===== src/rtl/rom_fetch_ctrl_pkg.sv =====
// Shared constants for the instruction-ROM fetch controller: widths, reset PC
// and the encoding of the per-cycle ROM port grant.
package rom_fetch_ctrl_pkg;

  localparam int ADDR_W = 12;
  localparam int DATA_W = 32;
  localparam int DEPTH  = 4;

  localparam logic [ADDR_W-1:0] RESET_PC = 12'h000;

  localparam logic [1:0] G_IDLE  = 2'd0;
  localparam logic [1:0] G_FETCH = 2'd1;
  localparam logic [1:0] G_DATA  = 2'd2;

endpackage


===== src/rtl/rom_fetch_ctrl_fifo.sv =====
// Prefetch buffer of {pc, instr} entries; flush empties it synchronously and
// wins over a push or pop in the same cycle.
module fetch_fifo #(
  parameter int W     = 44,
  parameter int DEPTH = 4
) (
  input  logic         clk,
  input  logic         rst,
  input  logic         push,
  input  logic         pop,
  input  logic         flush,
  input  logic [W-1:0] din,
  output logic [W-1:0] dout,
  output logic         full,
  output logic         empty
);

  localparam int PW = $clog2(DEPTH);

  logic [W-1:0]  mem_q [DEPTH];
  logic [PW-1:0] rd_ptr_q, wr_ptr_q;
  logic [PW:0]   count_q;
  logic          do_push, do_pop;

  assign empty   = (count_q == '0);
  assign full    = (count_q == (PW+1)'(DEPTH));
  assign do_pop  = pop & ~empty;
  // A push into a full buffer is only taken when the head leaves in the same cycle.
  assign do_push = push & (~full | do_pop);
  assign dout    = mem_q[rd_ptr_q];

  always_ff @(posedge clk) begin
    if (rst || flush) begin
      rd_ptr_q <= '0;
      wr_ptr_q <= '0;
      count_q  <= '0;
    end else begin
      if (do_push) wr_ptr_q <= wr_ptr_q + PW'(1);
      if (do_pop)  rd_ptr_q <= rd_ptr_q + PW'(1);
      case ({do_push, do_pop})
        2'b10:   count_q <= count_q + (PW+1)'(1);
        2'b01:   count_q <= count_q - (PW+1)'(1);
        default: count_q <= count_q;
      endcase
    end
  end

  always_ff @(posedge clk) begin
    if (do_push) mem_q[wr_ptr_q] <= din;
  end

endmodule


===== src/rtl/rom_fetch_ctrl.sv =====
// Single ROM read port shared between the sequential instruction prefetcher and
// code-space data loads; data alternates with fetch so it never starves it.
module rom_fetch_ctrl
  import rom_fetch_ctrl_pkg::*;
#(
  parameter int                        P_ADDR_W   = rom_fetch_ctrl_pkg::ADDR_W,
  parameter int                        P_DATA_W   = rom_fetch_ctrl_pkg::DATA_W,
  parameter int                        P_DEPTH    = rom_fetch_ctrl_pkg::DEPTH,
  parameter logic [P_ADDR_W-1:0]       P_RESET_PC = rom_fetch_ctrl_pkg::RESET_PC
) (
  input  logic                clk,
  input  logic                rst,
  output logic [P_ADDR_W-1:0] rom_addr,
  input  logic [P_DATA_W-1:0] rom_data,
  input  logic                halt,
  input  logic                redirect_valid,
  input  logic [P_ADDR_W-1:0] redirect_pc,
  output logic                inst_valid,
  output logic [P_DATA_W-1:0] inst_data,
  output logic [P_ADDR_W-1:0] inst_pc,
  input  logic                inst_ready,
  input  logic                dreq_valid,
  input  logic [P_ADDR_W-1:0] dreq_addr,
  output logic                dreq_ready,
  output logic                drsp_valid,
  output logic [P_DATA_W-1:0] drsp_data
);

  localparam logic [P_ADDR_W-1:0] WORD_MASK = ~P_ADDR_W'(3);

  logic [P_ADDR_W-1:0] fetch_pc_q, fetch_pc_d;
  logic                last_was_data_q;
  logic                drsp_valid_q;
  logic [P_DATA_W-1:0] drsp_data_q;
  logic [1:0]          grant;
  logic                pop, fetch_ok, push, fifo_full, fifo_empty;
  logic [P_ADDR_W+P_DATA_W-1:0] fifo_dout;

  always_comb begin
    pop      = inst_valid & inst_ready;
    fetch_ok = ~halt & ~redirect_valid & (~fifo_full | pop);
    grant    = G_IDLE;
    if (dreq_valid && (!last_was_data_q || !fetch_ok)) grant = G_DATA;
    else if (fetch_ok)                                 grant = G_FETCH;

    case (grant)
      G_DATA:  rom_addr = dreq_addr & WORD_MASK;
      G_FETCH: rom_addr = fetch_pc_q & WORD_MASK;
      default: rom_addr = fetch_pc_q;
    endcase
    dreq_ready = (grant == G_DATA);
    push       = (grant == G_FETCH);

    fetch_pc_d = fetch_pc_q;
    if (redirect_valid) fetch_pc_d = redirect_pc & WORD_MASK;
    else if (push)      fetch_pc_d = fetch_pc_q + P_ADDR_W'(4);
  end

  always_ff @(posedge clk) begin
    if (rst) begin
      fetch_pc_q      <= P_RESET_PC & WORD_MASK;
      last_was_data_q <= 1'b0;
      drsp_valid_q    <= 1'b0;
      drsp_data_q     <= '0;
    end else begin
      fetch_pc_q      <= fetch_pc_d;
      last_was_data_q <= dreq_ready;
      drsp_valid_q    <= dreq_ready;
      if (dreq_ready) drsp_data_q <= rom_data;
    end
  end

  fetch_fifo #(
    .W     (P_ADDR_W + P_DATA_W),
    .DEPTH (P_DEPTH)
  ) u_fifo (
    .clk   (clk),
    .rst   (rst),
    .push  (push),
    .pop   (pop),
    .flush (redirect_valid),
    .din   ({fetch_pc_q, rom_data}),
    .dout  (fifo_dout),
    .full  (fifo_full),
    .empty (fifo_empty)
  );

  assign inst_valid = ~fifo_empty;
  assign {inst_pc, inst_data} = fifo_dout;
  assign drsp_valid = drsp_valid_q;
  assign drsp_data  = drsp_data_q;

endmodule


===== config.mk =====
export PLATFORM = sky130hd
export DESIGN_NAME = rom_fetch_ctrl
export DESIGN_NICKNAME = d
export VERILOG_FILES = /design/src/rtl/rom_fetch_ctrl_pkg.sv /design/src/rtl/rom_fetch_ctrl_fifo.sv /design/src/rtl/rom_fetch_ctrl.sv
export SDC_FILE = /design/constraint.sdc
export NUM_CORES = 1
export LEC_CHECK = 0
export CORE_MARGIN = 2
export CORE_UTILIZATION = 50
export CTS_BUF_LIST = sky130_fd_sc_hd__clkbuf_16
export CTS_CLUSTER_DIAMETER = 150
export DETAILED_ROUTE_END_ITERATION = 10
export PLACE_DENSITY = 0.73
export RECOVER_POWER = 25
export SLEW_MARGIN = 20
export SYNTH_ARGS = -nofsm -noshare
export SYNTH_HDL_FRONTEND = slang
export SYNTH_HIERARCHICAL = 1
export SYNTH_SLANG_ARGS = --single-unit

===== constraint.sdc =====
create_clock -name clk -period 8.7 [get_ports clk]
set_input_delay 0.87 -clock clk [delete_from_list [all_inputs] [get_ports clk]]
set_output_delay 0.87 -clock clk [all_outputs]
set_load 0.02 [all_outputs]

==> impl_metrics.env <==
export IMPL_layout_commonest_cell="edfxtp_1"
export IMPL_crit_chain="clkdlybuf4s50_1 -> nor2_4 -> a31oi_4 -> buf_4 -> mux2_2 -> clkdlybuf4s50_1"
export IMPL_final_cell_mix="176 x edfxtp_1, 124 x clkdlybuf4s50_1, 67 x nand2b_1"
export IMPL_worst_setup_path_end_kind="output port"
export IMPL_initialDrtViolationCount=277
export IMPL_io_buffer_count=146
export IMPL_syn_inst=523
export IMPL_hp_class="reg -> reg"
export IMPL_slew_violations=0
export IMPL_die_w_microns=139.9
export IMPL_clock_latency_ns=0.49
export IMPL_tns_ns=0
export IMPL_setup_ws_ns=4.107
export IMPL_synth_ff_type="edfxtp_1"
export IMPL_ys_top_cells_by_area="edfxtp_1 57%, dfxtp_1 11%, mux4_2 11%"
export IMPL_layout_drive_gt1_share_pct=16.55
export IMPL_finalCriticalPeriod_ns=4.593
export IMPL_highest_layer="met4"
export IMPL_slew_headroom_pct=38.68
export IMPL_synth_cell_type_count=56
export IMPL_grt_pass1_wl_microns=29130
export IMPL_ir_drop_v=0.0001898
export IMPL_met2WireLength_microns=9286
export IMPL_wl_met1_microns=7728
export IMPL_drcViolationCount=0
export IMPL_wl_met3_microns=994
export IMPL_dp_hpwl_microns=11470
export IMPL_gp_congestion=0.7857
export IMPL_antennaDiodeCount=0
export IMPL_synth_seq_cells=228
export IMPL_cts_resized_gates=0
export IMPL_via_per_inst=5.486
export IMPL_yosys_area_top_type="edfxtp_1"
export IMPL_dp_slack_ns=3.551
export IMPL_routed_via_count=5069
export IMPL_leakage_nw=3.935
export IMPL_die_y_microns=139.9
export IMPL_worstPathRequired_ns=7.83
export IMPL_grt_usage_pct=18.79
export IMPL_async_reset_ff_share_pct=0
export IMPL_cp_arrival_ns=3.72
export IMPL_cts_setup_buffers=0
export IMPL_worst_setup_path_start_kind="primary input"
export IMPL_postRouteAntennaNets=0
export IMPL_fin_skew_ns=0.01208
export IMPL_layout_area_overhead_vs_synth_pct=25.98
export IMPL_start_util_pct=51.22
export IMPL_clk_pin_slew_worst_paths_ns=0.06
export IMPL_core_area_sq_um=18020
export IMPL_ys_warnings_count=6
export IMPL_wire_per_inst_microns=19.72
export IMPL_setup_violations=0
export IMPL_final_hold_viol_count=0
export IMPL_cpMostUsedCell="clkdlybuf4s50_1"
export IMPL_cts_root_buf="clkbuf_16"
export IMPL_firstDrtPassIters=4
export IMPL_fin_crit_sh_pct=52.79
export IMPL_nets=747
export IMPL_tritoncts="built"
export IMPL_drv_cap=0
export IMPL_rrSetupSlack_ns=5.32
export IMPL_overflow=0
export IMPL_dieArea_sq_um=19570
export IMPL_cpPeakStageDelay_ns=0.81
export IMPL_cts_hold_buf=0
export IMPL_synth_top_area_share_pct=57.24
export IMPL_antenna_found_initial=0
export IMPL_ys_seq_area_share_pct=68.52
export IMPL_cellPowerDensity_nw_per_um2=201.0
export IMPL_syn_area_per_cell_sq_um=17.65
export IMPL_pin_count=153
export IMPL_h_tree_depth=1
export IMPL_syn_cell_area_sq_um=9233
export IMPL_tightest_slew_ns=0.9199
export IMPL_clock_sinks=228
export IMPL_synth_edf_count=176
export IMPL_clock_fmax_mhz=217.7
export IMPL_rsz0062_at_grt="false"
export IMPL_row_count=49
export IMPL_outcome="finished clean"
export IMPL_grt_max_degree=77
export IMPL_cts_buffer_depth=3
export IMPL_grt_pass1_vias=5422
export IMPL_cts_buffers=23
export IMPL_criticalPathCategory="in -> out"
export IMPL_critPathMaxFanout=22
export IMPL_drt_wl_total_microns=18220
export IMPL_crit_slowest_cell="clkdlybuf4s50_1"
[worst paths after layout]
kind	start	to	cells past startpoint
worst max-delay path	redirect_valid	rom_addr[2]	6
worst min register to register	drsp_data[8]	drsp_data[8]	2
worst max register to register	u_fifo/count_q[0]	u_fifo/mem_q[1][16]	6
worst min-delay path	drsp_data[8]	drsp_data[8]	2
[logic make-up after synthesis]
family | share of synthesized area, %
flip-flops | 68.52
AND/OR/NAND/NOR | 8.267
multiplexers | 15.88
buffers and inverters | 2.819
AO/OA/AOI/OAI | 2.914
XOR/XNOR | 0.6641
adder cells (fa/ha/maj) | 0.8944
other | 0.04062
[flip-flops by register name, summed over array words and instances (netlist names), named ones only]
| signal | flops |
|---|---|
| fetch_pc_q | 10 |
| drsp_valid | 1 |
| drsp_data | 32 |
| u_fifo/count_q | 3 |
| u_fifo/mem_q | 176 |
| u_fifo/wr_ptr_q | 2 |
| u_fifo/rd_ptr_q | 2 |
[final cells by class]
class                   count  area (sq um)
multi-input cells         259          2700
fillers                  1263          6394
inverters                  14         52.55
flip-flops and latches    228          6331
well taps                 229         286.5
repair buffers            153          1531
clock inverters            18         153.9
clock buffers              23         575.6
[per-stage QoR]
| stage | power (mW) | utilization [%] | std cells | cell area [sq um] | hold slack (ns) |
|---|---|---|---|---|---|
| final | 2.338 | 64.53 | 924 | 11630 | 0.4706 |
| after global routing | 2.422 | 64.53 | 924 | 11630 | 0.4939 |
| after CTS | 2.363 | 64.36 | 923 | 11600 | 0.4760 |
| after detailed placement | 1.415 | 60.32 | 882 | 10870 | 0.4652 |
| after global placement | 1.407 | 60.32 | 882 | 10870 | 0.4573 |
| after floorplan | 1.324 | - | 532 | 9266 | 0.4847 |
[metal layers]
layer | track usage (%) | vias up
li1 | - | 2305
met1 | 24.60 | 2576
met2 | 33.32 | 170
met3 | 3.476 | 18
met4 | 3.474 | 0
met5 | 0 | -
[report_power, final]
group          leakage (nW)  switching (mW)  internal (mW)  total, mW
logic                  1.53          0.0865         0.0910      0.177
registers              2.03          0.0162           1.20       1.21
clock network         0.378           0.382          0.567      0.948
total                  3.93           0.484           1.85       2.34
[worst max-delay path, delay by kind of cell]
family                 cells  cell delay [ns]
AO/OA/AOI/OAI              1             0.53
AND/OR/NAND/NOR            1             0.13
multiplexers               1             0.38
buffers and inverters      3             1.80
[Yosys cell counts, types with 4 or more instances]
cell / instances
buf_2: 4
mux2_2: 4
mux2_4: 6
a211oi_1: 5
buf_4: 6
ha_1: 5
xor2_1: 4
buf_6: 7
mux2i_1: 34
and2_1: 5
and3_1: 4
mux4_2: 44
dfxtp_1: 52
nand2b_1: 67
clkbuf_1: 12
nor2_1: 16
nand3_1: 5
inv_1: 13
edfxtp_1: 176
Power figures use the tool's default switching activity.
